**src/rtl/brick_collider.sv**
```systemverilog
`default_nettype none
// ============================================================================
// Module      : brick_collider
// Description : Per-frame ball/brick collision scanner. On each rising edge of
//               frame_clk the ball box is latched and the brick table is
//               walked one slot per clock, producing a hit mask and bounce
//               flags. Optional macro BRICK_COLLIDER_SINGLE_HIT_EN stops the
//               scan at the first hit.
// Revision    : 1.0 - initial release
// ============================================================================
module brick_collider #(
    parameter int NUM_BRICKS = 10,
    parameter int COORD_W    = 10
) (
    input  logic                          Clk,
    input  logic                          Reset,
    input  logic                          frame_clk,
    input  logic [COORD_W-1:0]            BallX,
    input  logic [COORD_W-1:0]            BallY,
    input  logic [COORD_W-1:0]            BallS,
    input  logic [NUM_BRICKS-1:0]         brick_exists,
    input  logic [NUM_BRICKS*COORD_W-1:0] brick_x_vals,
    input  logic [NUM_BRICKS*COORD_W-1:0] brick_y_vals,
    input  logic [COORD_W-1:0]            brick_width,
    input  logic [COORD_W-1:0]            brick_height,
    output logic [NUM_BRICKS-1:0]         hit_mask,
    output logic                          bounce_x,
    output logic                          bounce_y,
    output logic                          scan_done,
    output logic                          busy
);

    localparam int c_IDX_W = (NUM_BRICKS > 1) ? $clog2(NUM_BRICKS) : 1;
    localparam logic [c_IDX_W-1:0] c_LAST_IDX = c_IDX_W'(NUM_BRICKS - 1);
    localparam logic [c_IDX_W-1:0] c_IDX_ONE  = c_IDX_W'(1);
    localparam logic [COORD_W:0]   c_ONE      = (COORD_W + 1)'(1);

    localparam logic [1:0] c_ST_IDLE = 2'd0;
    localparam logic [1:0] c_ST_SCAN = 2'd1;
    localparam logic [1:0] c_ST_DONE = 2'd2;

    logic [1:0]            r_state;
    logic [1:0]            w_state_next;
    logic                  r_fc_q;
    logic                  w_start;
    logic [COORD_W-1:0]    r_bx;
    logic [COORD_W-1:0]    r_by;
    logic [COORD_W-1:0]    r_bs;
    logic [c_IDX_W-1:0]    r_idx;
    logic [NUM_BRICKS-1:0] r_work_mask;
    logic                  r_found;
    logic                  r_first_bx;
    logic                  r_first_by;
    logic [NUM_BRICKS-1:0] r_hit_mask;
    logic                  r_bounce_x;
    logic                  r_bounce_y;
    logic                  w_busy;
    logic                  w_scan_done;

    logic [COORD_W-1:0]    w_brk_x [NUM_BRICKS];
    logic [COORD_W-1:0]    w_brk_y [NUM_BRICKS];

    generate
        for (genvar gi = 0; gi < NUM_BRICKS; gi++) begin : g_unpack
            assign w_brk_x[gi] = brick_x_vals[gi*COORD_W +: COORD_W];
            assign w_brk_y[gi] = brick_y_vals[gi*COORD_W +: COORD_W];
        end
    endgenerate

    assign w_start = frame_clk & ~r_fc_q;

    // All box edges are carried one bit wider so bx+bs and x+w-1 never wrap.
    logic [COORD_W:0] w_ball_l;
    logic [COORD_W:0] w_ball_r;
    logic [COORD_W:0] w_ball_t;
    logic [COORD_W:0] w_ball_b;
    logic [COORD_W:0] w_ball_cx;
    logic [COORD_W:0] w_ball_cy;
    logic [COORD_W:0] w_brk_l;
    logic [COORD_W:0] w_brk_r;
    logic [COORD_W:0] w_brk_t;
    logic [COORD_W:0] w_brk_b;

    assign w_ball_l  = (r_bx >= r_bs) ? {1'b0, r_bx - r_bs} : '0;
    assign w_ball_t  = (r_by >= r_bs) ? {1'b0, r_by - r_bs} : '0;
    assign w_ball_r  = {1'b0, r_bx} + {1'b0, r_bs};
    assign w_ball_b  = {1'b0, r_by} + {1'b0, r_bs};
    assign w_ball_cx = {1'b0, r_bx};
    assign w_ball_cy = {1'b0, r_by};

    assign w_brk_l = {1'b0, w_brk_x[r_idx]};
    assign w_brk_t = {1'b0, w_brk_y[r_idx]};
    assign w_brk_r = w_brk_l + {1'b0, brick_width}  - c_ONE;
    assign w_brk_b = w_brk_t + {1'b0, brick_height} - c_ONE;

    logic w_ovl_x;
    logic w_ovl_y;
    logic w_hit;
    logic w_ctr_in_x;
    logic w_ctr_in_y;
    logic w_cur_bx;
    logic w_cur_by;

    assign w_ovl_x = (w_ball_l <= w_brk_r) && (w_ball_r >= w_brk_l);
    assign w_ovl_y = (w_ball_t <= w_brk_b) && (w_ball_b >= w_brk_t);
    assign w_hit   = (r_state == c_ST_SCAN) && brick_exists[r_idx] && w_ovl_x && w_ovl_y;

    assign w_ctr_in_x = (w_ball_cx >= w_brk_l) && (w_ball_cx <= w_brk_r);
    assign w_ctr_in_y = (w_ball_cy >= w_brk_t) && (w_ball_cy <= w_brk_b);

    // Centre above/below the brick reflects Y, beside it reflects X, corner both.
    assign w_cur_by = w_ctr_in_x | ~w_ctr_in_y;
    assign w_cur_bx = ~w_ctr_in_x;

    logic [NUM_BRICKS-1:0] w_hit_onehot;
    logic [NUM_BRICKS-1:0] w_mask_next;
    logic                  w_bnc_x_next;
    logic                  w_bnc_y_next;
    logic                  w_scan_last;

    assign w_hit_onehot = w_hit ? (NUM_BRICKS'(1) << r_idx) : '0;
    assign w_mask_next  = r_work_mask | w_hit_onehot;
    assign w_bnc_x_next = r_found ? r_first_bx : (w_hit & w_cur_bx);
    assign w_bnc_y_next = r_found ? r_first_by : (w_hit & w_cur_by);

`ifdef BRICK_COLLIDER_SINGLE_HIT_EN
    assign w_scan_last = (r_idx == c_LAST_IDX) || w_hit;
`else
    assign w_scan_last = (r_idx == c_LAST_IDX);
`endif

    always_ff @(posedge Clk) begin
        if (Reset) begin
            r_state <= c_ST_IDLE;
        end else begin
            r_state <= w_state_next;
        end
    end

    always_comb begin
        w_state_next = r_state;
        case (r_state)
            c_ST_IDLE: if (w_start)     w_state_next = c_ST_SCAN;
            c_ST_SCAN: if (w_scan_last) w_state_next = c_ST_DONE;
            c_ST_DONE:                  w_state_next = c_ST_IDLE;
            default:                    w_state_next = c_ST_IDLE;
        endcase
    end

    always_comb begin
        w_busy      = 1'b0;
        w_scan_done = 1'b0;
        case (r_state)
            c_ST_SCAN: w_busy = 1'b1;
            c_ST_DONE: begin
                w_busy      = 1'b1;
                w_scan_done = 1'b1;
            end
            default: ;
        endcase
    end

    always_ff @(posedge Clk) begin
        if (Reset) begin
            r_fc_q      <= 1'b0;
            r_bx        <= '0;
            r_by        <= '0;
            r_bs        <= '0;
            r_idx       <= '0;
            r_work_mask <= '0;
            r_found     <= 1'b0;
            r_first_bx  <= 1'b0;
            r_first_by  <= 1'b0;
            r_hit_mask  <= '0;
            r_bounce_x  <= 1'b0;
            r_bounce_y  <= 1'b0;
        end else begin
            r_fc_q <= frame_clk;
            case (r_state)
                c_ST_IDLE: begin
                    if (w_start) begin
                        r_bx        <= BallX;
                        r_by        <= BallY;
                        r_bs        <= BallS;
                        r_idx       <= '0;
                        r_work_mask <= '0;
                        r_found     <= 1'b0;
                        r_first_bx  <= 1'b0;
                        r_first_by  <= 1'b0;
                    end
                end
                c_ST_SCAN: begin
                    r_work_mask <= w_mask_next;
                    if (w_hit && !r_found) begin
                        r_found    <= 1'b1;
                        r_first_bx <= w_cur_bx;
                        r_first_by <= w_cur_by;
                    end
                    if (w_scan_last) begin
                        r_hit_mask <= w_mask_next;
                        r_bounce_x <= w_bnc_x_next;
                        r_bounce_y <= w_bnc_y_next;
                    end else begin
                        r_idx <= r_idx + c_IDX_ONE;
                    end
                end
                default: ;
            endcase
        end
    end

    assign hit_mask  = r_hit_mask;
    assign bounce_x  = r_bounce_x;
    assign bounce_y  = r_bounce_y;
    assign scan_done = w_scan_done;
    assign busy      = w_busy;

endmodule
`default_nettype wire

```
**config.mk**
```make
export PLATFORM = sky130hd
export DESIGN_NAME = brick_collider
export DESIGN_NICKNAME = d
export VERILOG_FILES = /design/src/rtl/brick_collider.sv
export SDC_FILE = /design/constraint.sdc
export NUM_CORES = 1
export LEC_CHECK = 0
export BUFFER_PORTS_ARGS = -buffer_cell sky130_fd_sc_hd__buf_2
export CAP_MARGIN = 20
export CORE_MARGIN = 2
export CORE_UTILIZATION = 30
export DETAILED_ROUTE_END_ITERATION = 16
export GPL_TIMING_DRIVEN = 0
export PLACE_DENSITY_LB_ADDON = 0.3
export SLEW_MARGIN = 30
export SYNTH_ARGS = -nofsm -noshare
export SYNTH_HDL_FRONTEND = slang
export SYNTH_SLANG_ARGS = --single-unit
```
**constraint.sdc**
```tcl
create_clock -name Clk -period 7.05 [get_ports Clk]
set_input_delay 0 -clock Clk [delete_from_list [all_inputs] [get_ports Clk]]
set_output_delay 0 -clock Clk [all_outputs]
set_load 0.01 [all_outputs]
```
==> results of run 1 <==
registers in the layout, indices dropped and copies added, names as in the netlist:
| register | flops |
|---|---|
| r_first_bx | 1 |
| r_idx | 4 |
| r_work_mask | 10 |
| r_by | 10 |
| r_bs | 10 |
| r_fc_q | 1 |
| r_found | 1 |
| bounce_y | 1 |
| hit_mask | 10 |
| r_state | 2 |
| bounce_x | 1 |
| r_bx | 10 |
| r_first_by | 1 |
cell usage after synthesis, drive strengths merged, types with 6 or more instances:
library cell | instances | area [um2]
a211oi | 13 | 108
a21o | 18 | 135
a21oi | 100 | 500
a22o | 18 | 158
a22oi | 20 | 150
buf | 14 | 93.8
clkbuf | 37 | 139
dfxtp | 62 | 1240
fa | 6 | 120
ha | 166 | 2080
inv | 112 | 420
mux2 | 23 | 259
mux4 | 40 | 901
nand2 | 127 | 477
nand2b | 14 | 87.6
nand3 | 13 | 70.1
nand4 | 10 | 62.6
nor2 | 64 | 255
nor2b | 14 | 95.1
nor3 | 20 | 100
nor4 | 6 | 37.5
o211ai | 11 | 82.6
o21a | 7 | 52.6
o21ai | 48 | 278
o21bai | 7 | 52.6
or3 | 8 | 50.1
xnor2 | 21 | 184
xor2 | 18 | 158
metal layers:
metal  vias to the layer above  wire length [um]
met2                       297             16200
met1                      4374             14400
met3                        52              1400
met4                         0              1000
li1                       4612                 -
met5                         -                 0
path summary, 6_finish.rpt:
check | from | end
setup reg to reg | r_idx[0] | r_work_mask[3]
setup / recovery | r_idx[0] | r_work_mask[3]
hold reg to reg | hit_mask[0] | hit_mask[0]
hold / removal | Reset | r_first_by
final cells by class:
cell class	count	area share
antenna	1	0.000218
timing repair buffer	307	0.147
sequential	62	0.108
inverter	112	0.0366
clock buffer	9	0.0196
tap	390	0.0425
clock inverter	7	0.00490
buffer	51	0.0212
multi-input combinational	867	0.620
per-stage QoR:
step	util	hold WS (ns)	worst slack, ns
after CTS	0.387	0.0484	0.117
after global routing	0.388	0.0868	0.000592
after detailed placement	0.367	0.252	-0.606
after global placement	0.367	0.249	-0.617
final	0.388	0.0639	0.446
after floorplan	-	0.136	1.34
power groups by stage:
stage / sequential, mW / combinational, mW / clock, mW
2_1_floorplan: 0.388 / 0.788 / 0
3_3_place_gp: 0.399 / 1.06 / 0
3_5_place_dp: 0.399 / 1.08 / 0
4_1_cts: 0.392 / 1.10 / 0.439
5_1_grt: 0.394 / 1.25 / 0.453
6_report: 0.392 / 1.11 / 0.430
what timing repair did:
action                                  CTS  global route
hold buffers                             31             0
endpoints found under the setup margin   17            17
pin swaps                                 0             0
hold endpoints to repair                 31             0
gates resized for setup                   5             8
kinds of logic (layout without fill, tap and decap cells):
kind of cell,Yosys count,count (layout),share of synthesized area
multiplexers,66,66,0.132
flip-flops,62,62,0.138
AO/OA/AOI/OAI,288,288,0.217
other,0,1,0
XOR/XNOR,39,39,0.0379
AND/OR/NAND/NOR,302,302,0.158
adder cells (fa/ha/maj),172,172,0.244
buffers and inverters,163,486,0.0725
worst max-delay path: stages (launching register included):
cell and delay, ns:
dfxtp_1 0.38, clkbuf_1 0.35, buf_2 0.38, clkbuf_4 0.39, mux4_2 0.55, a22oi_2 0.45
ha_1 0.32, inv_1 0.05, ha_1 0.18, inv_1 0.06, fa_1 0.39, nor2b_1 0.20
o31ai_2 0.12, a21oi_2 0.29, o21ai_0 0.13, nand2b_1 0.10, xnor2_1 0.10, ha_1 0.32
nand4_1 0.09, or3_1 0.33, o21ai_0 0.16, a2111oi_4 0.13, o311ai_4 0.53, nand3_2 0.17
buf_6 0.19, o21ai_2 0.13
==> metrics.txt, run 1 <==
setup TNS after final layout=0 ns; remaining routing DRC violations=0; largest fanout on the critical path=10; Post-synth ARST share=0; CP endpoint kind=register; final wirelength=32900 um; library cell used as clock root buffer=clkbuf_16; worst slew pin tran=0.882 ns; max-cap viol count=0; violation count after the first detailed-routing iteration=417; Post-Synthesis Cell Area=9010 um2; mean post-synth cell area=8.25 um2; total iterations of the first detailed-routing run=7; switching component of the power=830 uW; number of instances in the synthesized netlist=1092; fin crit share=0.937; sequential element share of the synthesized area=0.138; Gate power share=0.575; largest net degree at the start of global routing=14; YS warnings=0; area grow syn2layout=27.6%; cell area after layout=11500 um2; Static Leakage=5.38 nW; vias in the first global route=9289; sequential cell area=1240 um2; CTS tree=yes; largest buffer count on any clock path=2; die outline area=31400 um2; run status=completed; number of endpoints with negative hold slack in the final report=0; Fin Clk Skew=0.0113 ns; part of the power in the clock network=0.223; horizontal extent of the die=177 um; aggregate global-route resource usage=0.208; type of the worst setup path=reg -> reg; PortBufs=276; fraction of power spent switching nets=0.430; most common cell after layout, fill and taps aside=buf_2; Placer Congestion=0.904; Critical Path Start Type=register; worst slew slack as a fraction of its limit=0.412; sequential share of power=0.203; global-route wire length before repair=50200 um; number of filler cells placed in the layout=3160; via total after detailed routing=9335; EDFF count, synth=0; ys flop type=dfxtp_1; CORE AREA=29600 um2; unrepaired setup endpoints after global routing=false; fin cells=1806; cell count after placement=1758; Worst IR Drop VDD=0.0882 mV; GRT Max-Usage Layer=met2; power per standard cell area=168 nW/um2; min cycle time layout=6.60 ns; Post-Place Cell Area=10900 um2; Skew-Pair Late Insertion Delay=0.35 ns; GR Util met2=0.366; R2R setup slack=0.45 ns; max-slew violation total from the final report=0; met3 demand-to-capacity share in global routing=0.0260; Clock Pin Slew Worst Setup and Hold Paths=0.06 ns; multi-input logic area=7130 um2; clock sinks=62; ratio of routed vias to standard cells=5.17; met1 track demand over resource=0.260; maximum achievable frequency=151 MHz; post-synthesis sequential element count=62; number of nets at the end of the flow=1845; die height=177 um; sum of internal, switching and leakage power=1.93 mW; antenna violations before repair=1; GRT overflow=0; layout cells sized above 1=0.283; number of different library cells in the post-synthesis netlist=71; number of nets produced by synthesis=1527; required time at the worst-slack endpoint=7.33 ns; most used cells in the layout excluding fill and tap cells=buf_2, ha_1, nand2_1; WL per Instance=18.2 um; clock buffers created by TritonCTS=9; class of the tightest hold or removal check=in -> reg; Detail Route Antenna Nets=0; FF-to-FF path depth=25; HPWL after DPL=28200 um; Rows=63; # Post-CTS Setup Buffers=0; maximum level of the CTS H-tree=3; Internal Pwr Total=1.10 mW; starting utilization of the core area=0.304; final setup violation count=0; arrival time of data at the critical path endpoint=6.89 ns; top-level port count=277; WHS Path Cells=4
Note: power is estimated with default switching activity, not from simulation.
==> run 2: changes to the inputs <==
--- a/config.mk
+++ b/config.mk
@@ -5,10 +5,12 @@
 export SDC_FILE = /design/constraint.sdc
 export NUM_CORES = 1
 export LEC_CHECK = 0
+export ABC_AREA = 1
 export BUFFER_PORTS_ARGS = -buffer_cell sky130_fd_sc_hd__buf_2
 export CAP_MARGIN = 20
 export CORE_MARGIN = 2
 export CORE_UTILIZATION = 30
+export CTS_CLUSTER_DIAMETER = 200
 export DETAILED_ROUTE_END_ITERATION = 16
 export GPL_TIMING_DRIVEN = 0
 export PLACE_DENSITY_LB_ADDON = 0.3
==> run 2 against run 1 <==
  * Via count grew 15%
  * Sequential share of layout area about the same
  * Highest routed layer unchanged
  * Non-clock buffer count increased by 6
  * Die area is 0.35% higher
==> metrics.txt, run 2 <==
run status=completed; min cycle time layout=6.17 ns (-0.437 ns); Synth Area in Compound Gates=0.245 (+0.0275); post-CTS sizing=0 (-5); layout cells sized above 1=0.201 (-0.0816); max-cap viol count=0 (unchanged); maximum achievable frequency=162 MHz (+7.1%); highest cell delay on the worst timing path=0.55 ns (about the same); WHS Path Cells=3 (-1); max-slew violation total from the final report=0 (unchanged); HPWL after DPL=32200 um (+14%); CTS tree=yes; clock sinks=62 (unchanged); most numerous cell types in the synthesized netlist=nand2_1, inv_1, nor2_1; maximum level of the CTS H-tree=3 (unchanged); fin crit share=0.875 (-0.0620); final setup violation count=0 (unchanged); setup TNS after final layout=0 ns (unchanged); remaining routing DRC violations=0 (unchanged); fin cells=2125 (+18%); number of endpoints with negative hold slack in the final report=0 (unchanged); starting utilization of the core area=0.305 (+0.00110); type of the worst setup path=reg -> reg; YS warnings=0 (unchanged); largest fanout on the critical path=10 (unchanged); CORE AREA=29600 um2 (unchanged); Critical Path Start Type=register; portion of netlist area occupied by mux cells=0 (-0.132); library cell used as clock root buffer=clkbuf_16; adder-cell area share of the yosys netlist=0.243 (-0.000878); worst slew pin tran=0.896 ns (+0.0135 ns); WL per Instance=17.9 um (-1.6%); largest net degree at the start of global routing=15 (+1); arrival time of data at the critical path endpoint=6.41 ns (-0.48 ns); vias in the first global route=10300 (+11%); antenna violations before repair=4 (+3); total iterations of the first detailed-routing run=5 (-2); top-area cell type share of the netlist area=0.230 (-0.000830); horizontal extent of the die=178 um (+0.17%); via total after detailed routing=10700 (+15%); crit path buf inv count=8 (+2); post-synthesis share of cell area spent on and, or, nand and nor gates=0.233 (+0.0742); required time at the worst-slack endpoint=7.29 ns (-0.04 ns); largest area contributor in the synthesized netlist=ha_1; power per standard cell area=259 nW/um2 (+54%); highest metal layer with signal wires=met4; PortBufs=275 (-0.36%); Fin Clk Skew=0.0134 ns (+0.00206 ns); mean post-synth cell area=6.42 um2 (-22%); reg-to-reg critical path endpoint=hit_mask[6]; sequential element share of the synthesized area=0.137 (-0.000496); unrepaired setup endpoints after global routing=false; Post-synth ARST share=0 (unchanged); largest buffer count on any clock path=2 (unchanged); Static Leakage=6.05 nW (+12%); Placer Congestion=0.964 (+6.6%); Detail Route Antenna Nets=0 (unchanged); Post-Synthesis Cell Area=9040 um2 (+0.36%); largest family of logic cells by synthesized area=compound AO/OA/AOI/OAI gates; worst slew slack as a fraction of its limit=0.403 (-0.00902); worst hold path startpoint=BallS[6]; Rows=63 (unchanged); cell with the largest stage delay on the worst path=clkbuf_1; area grow syn2layout=27.4%; number of nets at the end of the flow=2161 (+17%); wire length on met1=17900 um (+25%); R2R setup slack=0.88 ns (+0.44 ns); violation count after the first detailed-routing iteration=880 (+110%); count leader, synth=nand2_1; top-level port count=277 (unchanged); XOR/XNOR share of the synthesized area=0.0310 (-0.00692); cell count after placement=2078 (+18%); FF-to-FF path depth=30 (+20%); class of the tightest hold or removal check=in -> reg; number of different library cells in the post-synthesis netlist=49 (-31%); die outline area=31500 um2 (+0.35%); Area contributors post-synth=ha_1, dfxtp_1, nand2_1, o21ai_0, inv_1; Worst IR Drop VDD=0.117 mV (+33%); CP endpoint kind=register; endpoint of the worst hold path=r_bs[6]; launch instance of the worst register-to-register path=r_idx[0]; die height=178 um (+0.17%); GRT overflow=0 (unchanged); aggregate global-route resource usage=0.240 (+0.0316); ys flop type=dfxtp_1; met3 WL=2480 um (+77%); cell area after layout=11500 um2 (+0.16%); post-synthesis sequential element count=62 (unchanged); Clock Pin Slew Worst Setup and Hold Paths=0.07 ns (about the same); number of instances in the synthesized netlist=1407 (+29%); ratio of routed vias to standard cells=5.04 (-2.6%); EDFF count, synth=0 (unchanged); dominant delay contributor by cell family on the critical path=buffers and inverters; Met2 Wirelength=16700 um (+3.6%); clock buffers created by TritonCTS=9 (unchanged); Post-Place Cell Area=10900 um2 (+0.64%); global-route wire length before repair=57700 um (+15%); final wirelength=38100 um (+16%); most common cell after layout, fill and taps aside=buf_2; Skew-Pair Late Insertion Delay=0.35 ns (about the same); number of nets produced by synthesis=1842 (+21%); most used cells in the layout excluding fill and tap cells=buf_2, nand2_1, inv_1
## run 2: changes by cell type after synthesis, sizes merged, moves of 18 or more
cell   delta
nand2   +100
nand3    +30
inv      +87
o22ai    +40
mux2     -23
xnor2    -19
o21ai   +117
a22o     -18
a21oi    +19
nor2    +122
mux4     -40
a22oi    -20
## run 2: final cells by class
class,instances,area (um2)
multi-input cells,1088,6800
clock buffers,9,225
inverters,201,759
clock inverters,7,62.6
diodes,4,10.0
flip-flops and latches,62,1240
repair buffers,308,1680
plain buffers,56,246
fillers,3361,18100
well taps,390,488
## run 2: layer usage
layer  up-vias  GRT usage
met4         0     0.0690
met3        65     0.0409
li1       5369          -
met1      4886      0.336
met2       383      0.375
met5         -          0
## run 2: repair_timing
item,4_1_cts,5_1_grt
setup buffers,0,0
hold buffers,27,0
hold endpoints to repair,27,0
## run 2: how the worst max path moves through the flow
stage | startpoint | endpoint | slack (ns) | cells past startpoint
after floorplan | r_idx[0] | r_first_by | 2.45 | 28
after global placement | r_idx[0] | hit_mask[6] | 0.69 | 29
after detailed placement | r_idx[0] | hit_mask[5] | 1.03 | 29
after global routing | r_idx[0] | hit_mask[6] | 0.52 | 30
after CTS | r_idx[0] | hit_mask[5] | 0.98 | 29
final | r_idx[0] | hit_mask[6] | 0.88 | 30
## run 2: kinds of logic (layout without fill, tap and decap cells)
group           count (synthesis)  after routing
xor+xnor                       32             32
simple gates                  494            494
buf+inv                       257            581
fa+ha+maj                     172            172
other cells                     0              4
flops                          62             62
compound gates                390            390
## run 2: per-stage QoR
step / util / setup slack (ns) / total power, mW / hold slack, ns
finish: 0.388 / 0.883 / 2.98 / 0.0491
CTS: 0.388 / 0.982 / 2.97 / 0.0380
global route: 0.388 / 0.517 / 3.30 / 0.0440
detailed placement: 0.369 / 1.03 / 2.51 / 0.226
floorplan: - / 2.45 / 1.91 / 0.134
global placement: 0.368 / 0.691 / 2.46 / 0.225
## run 2: worst register-to-register path, delay by kind of cell, from the launching register on
kind | cells | cell delay (ns)
flip-flops | 1 | 0.46
AND/OR/NAND/NOR | 11 | 1.38
AO/OA/AOI/OAI | 6 | 1.00
XOR/XNOR | 1 | 0.25
adder cells (fa/ha/maj) | 4 | 1.23
buffers and inverters | 8 | 1.73
## run 2: where the power goes
group / leakage (nW) / total [mW] / switching (mW) / internal, mW
Clock: 0.139 / 0.444 / 0.199 / 0.245
Sequential: 0.507 / 0.415 / 0.0418 / 0.373
Combinational: 5.41 / 2.12 / 1.31 / 0.807
Total: 6.05 / 2.98 / 1.56 / 1.43
